File: src/rtl/mc_core.sv
// Multicycle 16-register core with a unified, ready-handshaked instruction/data memory port.
// MC_CORE_CONDEXEC_EN enables EQ/NE condition evaluation on IR[31:28]; otherwise every instruction executes.
module mc_core #(
  parameter int              WIDTH    = 32,
  parameter logic [WIDTH-1:0] RESET_PC = '0
) (
  input  logic             clk,
  input  logic             reset,
  output logic             mem_req,
  output logic             mem_we,
  output logic [WIDTH-1:0] mem_addr,
  output logic [WIDTH-1:0] mem_wdata,
  input  logic [WIDTH-1:0] mem_rdata,
  input  logic             mem_ready,
  output logic [WIDTH-1:0] pc,
  output logic [3:0]       flags,
  output logic [2:0]       state,
  output logic [WIDTH-1:0] dataout
);

  localparam logic [2:0] FETCH  = 3'd0;
  localparam logic [2:0] DECODE = 3'd1;
  localparam logic [2:0] EXEC   = 3'd2;
  localparam logic [2:0] MEM    = 3'd3;
  localparam logic [2:0] WB     = 3'd4;

  localparam logic [1:0] OP_DP  = 2'b00;
  localparam logic [1:0] OP_MEM = 2'b01;
  localparam logic [1:0] OP_B   = 2'b10;

  localparam logic [3:0] CMD_AND = 4'b0000;
  localparam logic [3:0] CMD_SUB = 4'b0010;
  localparam logic [3:0] CMD_ADD = 4'b0100;
  localparam logic [3:0] CMD_ORR = 4'b1100;

  logic [27:0]      ir;
  logic [WIDTH-1:0] a, b, aluout, mdr;
  logic [WIDTH-1:0] rf [16];
  logic [WIDTH-1:0] pc4, rn_val, rm_val, rd_val, op2, res, maddr, boff;
  logic [WIDTH:0]   sum, diff;
  logic             c_out, v_out, cond_ok;
  logic [1:0]       op;
  logic [3:0]       rd;

  assign op  = ir[27:26];
  assign rd  = ir[15:12];
  assign pc4 = pc + WIDTH'(4);

  // Index 15 is the pc view (instruction address + 8), never the storage slot.
  always_comb begin
    rn_val = (ir[19:16] == 4'hF) ? pc4 : rf[ir[19:16]];
    rm_val = (ir[3:0]   == 4'hF) ? pc4 : rf[ir[3:0]];
    rd_val = (rd        == 4'hF) ? pc4 : rf[rd];
  end

  always_comb begin
    op2   = ir[25] ? {{(WIDTH-8){1'b0}}, ir[7:0]} : b;
    sum   = {1'b0, a} + {1'b0, op2};
    diff  = {1'b0, a} - {1'b0, op2};
    res   = '0;
    c_out = 1'b0;
    v_out = 1'b0;
    case (ir[24:21])
      CMD_ADD: begin
        res   = sum[WIDTH-1:0];
        c_out = sum[WIDTH];
        v_out = (a[WIDTH-1] == op2[WIDTH-1]) && (res[WIDTH-1] != a[WIDTH-1]);
      end
      CMD_SUB: begin
        res   = diff[WIDTH-1:0];
        c_out = ~diff[WIDTH];
        v_out = (a[WIDTH-1] != op2[WIDTH-1]) && (res[WIDTH-1] != a[WIDTH-1]);
      end
      CMD_AND: res = a & op2;
      CMD_ORR: res = a | op2;
      default: res = '0;
    endcase
  end

  assign maddr = a + {{(WIDTH-12){1'b0}}, ir[11:0]};
  assign boff  = {{(WIDTH-26){ir[23]}}, ir[23:0], 2'b00};

`ifdef MC_CORE_CONDEXEC_EN
  logic [3:0] cond;

  always_ff @(posedge clk or posedge reset) begin
    if (reset) cond <= 4'h0;
    else if (state == FETCH && mem_ready) cond <= mem_rdata[31:28];
  end

  always_comb begin
    case (cond)
      4'b0000: cond_ok = flags[2];
      4'b0001: cond_ok = ~flags[2];
      default: cond_ok = 1'b1;
    endcase
  end
`else
  assign cond_ok = 1'b1;
`endif

  assign mem_req   = (state == FETCH) || (state == MEM);
  assign mem_we    = (state == MEM) && !ir[20];
  assign mem_addr  = (state == MEM) ? aluout : pc;
  assign mem_wdata = rd_val;

  always_ff @(posedge clk or posedge reset) begin
    if (reset) begin
      state   <= FETCH;
      pc      <= RESET_PC;
      flags   <= 4'h0;
      dataout <= '0;
      ir      <= '0;
      a       <= '0;
      b       <= '0;
      aluout  <= '0;
      mdr     <= '0;
    end else begin
      case (state)
        FETCH: if (mem_ready) begin
          ir    <= mem_rdata[27:0];
          pc    <= pc4;
          state <= DECODE;
        end
        DECODE: begin
          a     <= rn_val;
          b     <= rm_val;
          state <= EXEC;
        end
        EXEC: begin
          state <= FETCH;
          if (cond_ok) begin
            case (op)
              OP_DP: begin
                aluout  <= res;
                dataout <= res;
                if (ir[20]) flags <= {res[WIDTH-1], res == '0, c_out, v_out};
                state   <= WB;
              end
              OP_MEM: begin
                aluout  <= maddr;
                dataout <= maddr;
                state   <= MEM;
              end
              OP_B:    pc <= pc4 + boff;
              default: ;
            endcase
          end
        end
        MEM: if (mem_ready) begin
          mdr   <= mem_rdata;
          state <= ir[20] ? WB : FETCH;
        end
        default: state <= FETCH;
      endcase
    end
  end

  always_ff @(posedge clk or posedge reset) begin
    if (reset) begin
      for (int i = 0; i < 16; i++) rf[i] <= '0;
    end else if (state == WB && rd != 4'hF) begin
      rf[rd] <= (op == OP_MEM) ? mdr : aluout;
    end
  end

endmodule

File: config.mk
export PLATFORM = sky130hd
export DESIGN_NAME = mc_core
export DESIGN_NICKNAME = d
export VERILOG_FILES = /design/src/rtl/mc_core.sv
export SDC_FILE = /design/constraint.sdc
export NUM_CORES = 2
export LEC_CHECK = 0
export CORE_MARGIN = 2
export CORE_UTILIZATION = 30
export DETAILED_ROUTE_END_ITERATION = 16
export PLACE_DENSITY = 0.47
export SLEW_MARGIN = 25
export SYNTH_ARGS = -nofsm -noshare
export SYNTH_HDL_FRONTEND = slang
export SYNTH_SLANG_ARGS = --single-unit
File: constraint.sdc
create_clock -name clk -period 23.5 [get_ports clk]
set_input_delay 2.35 -clock clk [delete_from_list [all_inputs] [get_ports clk]]
set_output_delay 2.35 -clock clk [all_outputs]
set_load 0.02 [all_outputs]
==> impl_metrics.json <==
{
  "outcome": "complete, no violations",
  "pwr-share-seq": 0.273,
  "holdPathEnd": "rf[16]$_DFFE_PP0P_",
  "gp_congestion": 0.895,
  "synthArstFlopShare": 1.00,
  "postRouteAntennaNets": 0,
  "num_vias": 37300,
  "setup-tns-final_ns": 0,
  "grt_antenna_before_repair": 5,
  "holdWs_ns": 0.375,
  "cts_tree": "done",
  "nNetsFinal": 4723,
  "grt_max_degree": 152,
  "power.density_nw_per_um2": 153,
  "fin_ws_ns": 16.04,
  "yosys-top-cells-count": "dfrtp_1 (699), nand2_1 (623), o21ai_0 (447), mux4_2 (425), a21oi_1 (414)",
  "drt_first_pass_iters": 5,
  "clockRootBuffer": "clkbuf_16",
  "max-vdd-ir-drop_v": 0.0000937,
  "p_leak_nw": 22.0,
  "routed_wl_mm": 179,
  "cts_buffers": 83,
  "use_met1": 0.319,
  "start_kind": "flop",
  "grt_usage": 0.225,
  "hp-class": "reg2reg",
  "ioPinCount": 172,
  "rsz0062_at_grt": "false",
  "via_per_inst": 5.62,
  "required_ns": 21.15,
  "core_region_area_um2": 154000,
  "period_minus_slack_ns": 7.46,
  "drc": 0,
  "use_met2": 0.351,
  "synth_most_common_cell": "dfrtp_1",
  "grt.busiest_layer": "met2",
  "cap_violations": 0,
  "internal_power_w": 0.00430,
  "worst_hold_startpoint": "rf[16]$_DFFE_PP0P_",
  "wl_per_cell_um": 26.9,
  "die_height_um": 396,
  "cts.sinks": 699,
  "io_buffers": 169,
  "syn_area_per_cell_um2": 10.1,
  "yosysTopAreaCell": "dfrtp_1",
  "ys_seq_area_frac": 0.379,
  "grt_pass1_vias": 36400,
  "critical_path_class": "reg2out",
  "drt-initial-drc-count": 3426,
  "max_freq_mhz": 134,
  "grt_pass1_wl_mm": 262,
  "clkTransAtPathRegs_ns": 0.06,
  "synth_top_area_share": 0.379,
  "pwr-share-clk": 0.169,
  "maxSlewHeadroom": 0.284,
  "ys.flop_type": "dfrtp_1",
  "clock_latency_ns": 0.72,
  "holdBufCountCts": 0,
  "cp_max_fo": 43,
  "die_w_um": 396,
  "place_ws_ns": 16.74,
  "synth.distinct_cells": 92,
  "setup_violations": 0,
  "p_comb_frac": 0.558,
  "syn_inst": 4558,
  "dieArea_um2": 157000,
  "use_met3": 0.0354,
  "critical_path.endpoint_type": "primary output",
  "synthTopCellsByArea": "dfrtp_1 (38%), mux4_2 (21%), nand2_1 (5.1%)",
  "syn_area_um2": 46200,
  "grt-ovfl-total": 0,
  "hold_violations": 0,
  "rows": 144,
  "area_growth_pct": 14.5,
  "finalClockSkew_ns": 0.0544,
  "r2r-start": "pc[2]$_DFFE_PP0P_",
  "power_switching_w": 0.00380,
  "hold_depth": 0,
  "dp_hpwl_mm": 121,
  "reg2reg_slack_ns": 17.62,
  "r2r_cells": 17,
  "nFillCells": 15600,
  "ys_warn_count": 0,
  "synth-seq-cells": 699,
  "h-tree-depth": 3,
  "synth-edff-count": 0,
  "clk_path_buf_depth": 3,
  "r2r_end": "pc[31]$_DFFE_PP0P_",
  "postCtsSetupBuffers": 0,
  "critPathArrivalTime_ns": 5.11,
  "period_share": 0.317,
  "slew_violations": 0,
  "ctsResizeCount": 0,
  "p_sw_frac": 0.470,
  "initial_core_util": 0.301,
  "drive_gt1_frac": 0.175,
  "tightestPinTransition_ns": 1.07
}
==> per-layer routing <==
layer	up-vias	part of all wire
met5	-	0.000073
li1	16600	-
met3	265	0.063
met2	1325	0.46
met1	19100	0.45
met4	2	0.031
==> how the worst max path moves through the flow <==
| stage | to | start | cells past startpoint | slack [ns] |
|---|---|---|---|---|
| 6_report | mem_wdata[22] | ir[12]$_DFFE_PP0P_ | 7 | 16.04 |
| 5_1_grt | mem_wdata[22] | ir[12]$_DFFE_PP0P_ | 7 | 15.78 |
| 4_1_cts | mem_wdata[22] | ir[12]$_DFFE_PP0P_ | 7 | 15.96 |
| 3_5_place_dp | mem_wdata[22] | ir[12]$_DFFE_PP0P_ | 7 | 16.74 |
| 3_3_place_gp | mem_wdata[22] | ir[12]$_DFFE_PP0P_ | 7 | 16.75 |
| 2_1_floorplan | a[0]$_DFFE_PP0P_ | reset | 1 | 1.55 |
==> power groups by stage <==
stage	sequential, W	combinational (W)	clock, W
2_1_floorplan	0.00195	0.00304	0
3_3_place_gp	0.00220	0.00446	0
3_5_place_dp	0.00222	0.00448	0
4_1_cts	0.00220	0.00449	0.00140
5_1_grt	0.00228	0.00484	0.00144
6_report	0.00221	0.00452	0.00137
==> cells in the final DEF, fill, tap and decap left out, drive strengths merged, types with 23 or more instances in the layout <==
master,netlist,final
o211ai,33,33
mux2i,105,105
inv,129,130
nor3,51,51
nor2,404,404
xnor2,60,60
xor2,30,30
dfrtp,699,699
mux2,53,53
a21oi,414,414
nand2,623,623
clkdlybuf4s50,0,169
a21o,35,35
ha,158,158
nand2b,44,44
clkbuf,318,112
nand3,39,39
o21bai,23,23
buf,76,107
a211oi,34,34
mux4,425,425
o21ai,452,452
==> through the flow <==
step | area (um^2) | utilization | power (W) | cells
after CTS | 52800 | 0.344 | 0.00809 | 6629
after global routing | 52900 | 0.345 | 0.00856 | 6630
after floorplan | 46200 | - | 0.00498 | 4559
after detailed placement | 50100 | 0.326 | 0.00670 | 6484
final | 52900 | 0.345 | 0.00810 | 6632
after global placement | 50000 | 0.326 | 0.00666 | 6483
==> state kept, by name (all words and copies together) (netlist names) <==
register / cells
a: 32
aluout: 32
b: 32
flags: 4
ir: 28
mdr: 32
pc: 30
rf: 506
state: 3
==> worst max-delay path, stage by stage (launching register included) <==
cell and delay [ns]:
dfrtp_4 0.81, buf_4 0.74, buf_4 0.75, mux4_2 0.60, mux4_2 0.45, nand2_1 0.08, o21ai_0 0.16, clkdlybuf4s50_1 0.63
==> final cells by class <==
cell class | count | area, um^2 | share of cell area
inverters | 130 | 498 | 0.00941
clock inverters | 33 | 475 | 0.00899
well taps | 2044 | 2560 | 0.0483
multi-input cells | 3336 | 26900 | 0.509
diodes | 2 | 5.00 | 0.0000946
clock buffers | 112 | 2320 | 0.0438
repair buffers | 276 | 2580 | 0.0489
flip-flops and latches | 699 | 17500 | 0.331
==> cells by family after synthesis <==
logic type | share of synthesized area
other cells | 0.0000812
fa+ha+maj | 0.0445
xor+xnor | 0.0171
compound gates | 0.156
mux | 0.243
flops | 0.379
buf+inv | 0.0437
simple gates | 0.117
No activity file was read; power rests on OpenSTA's default activity.
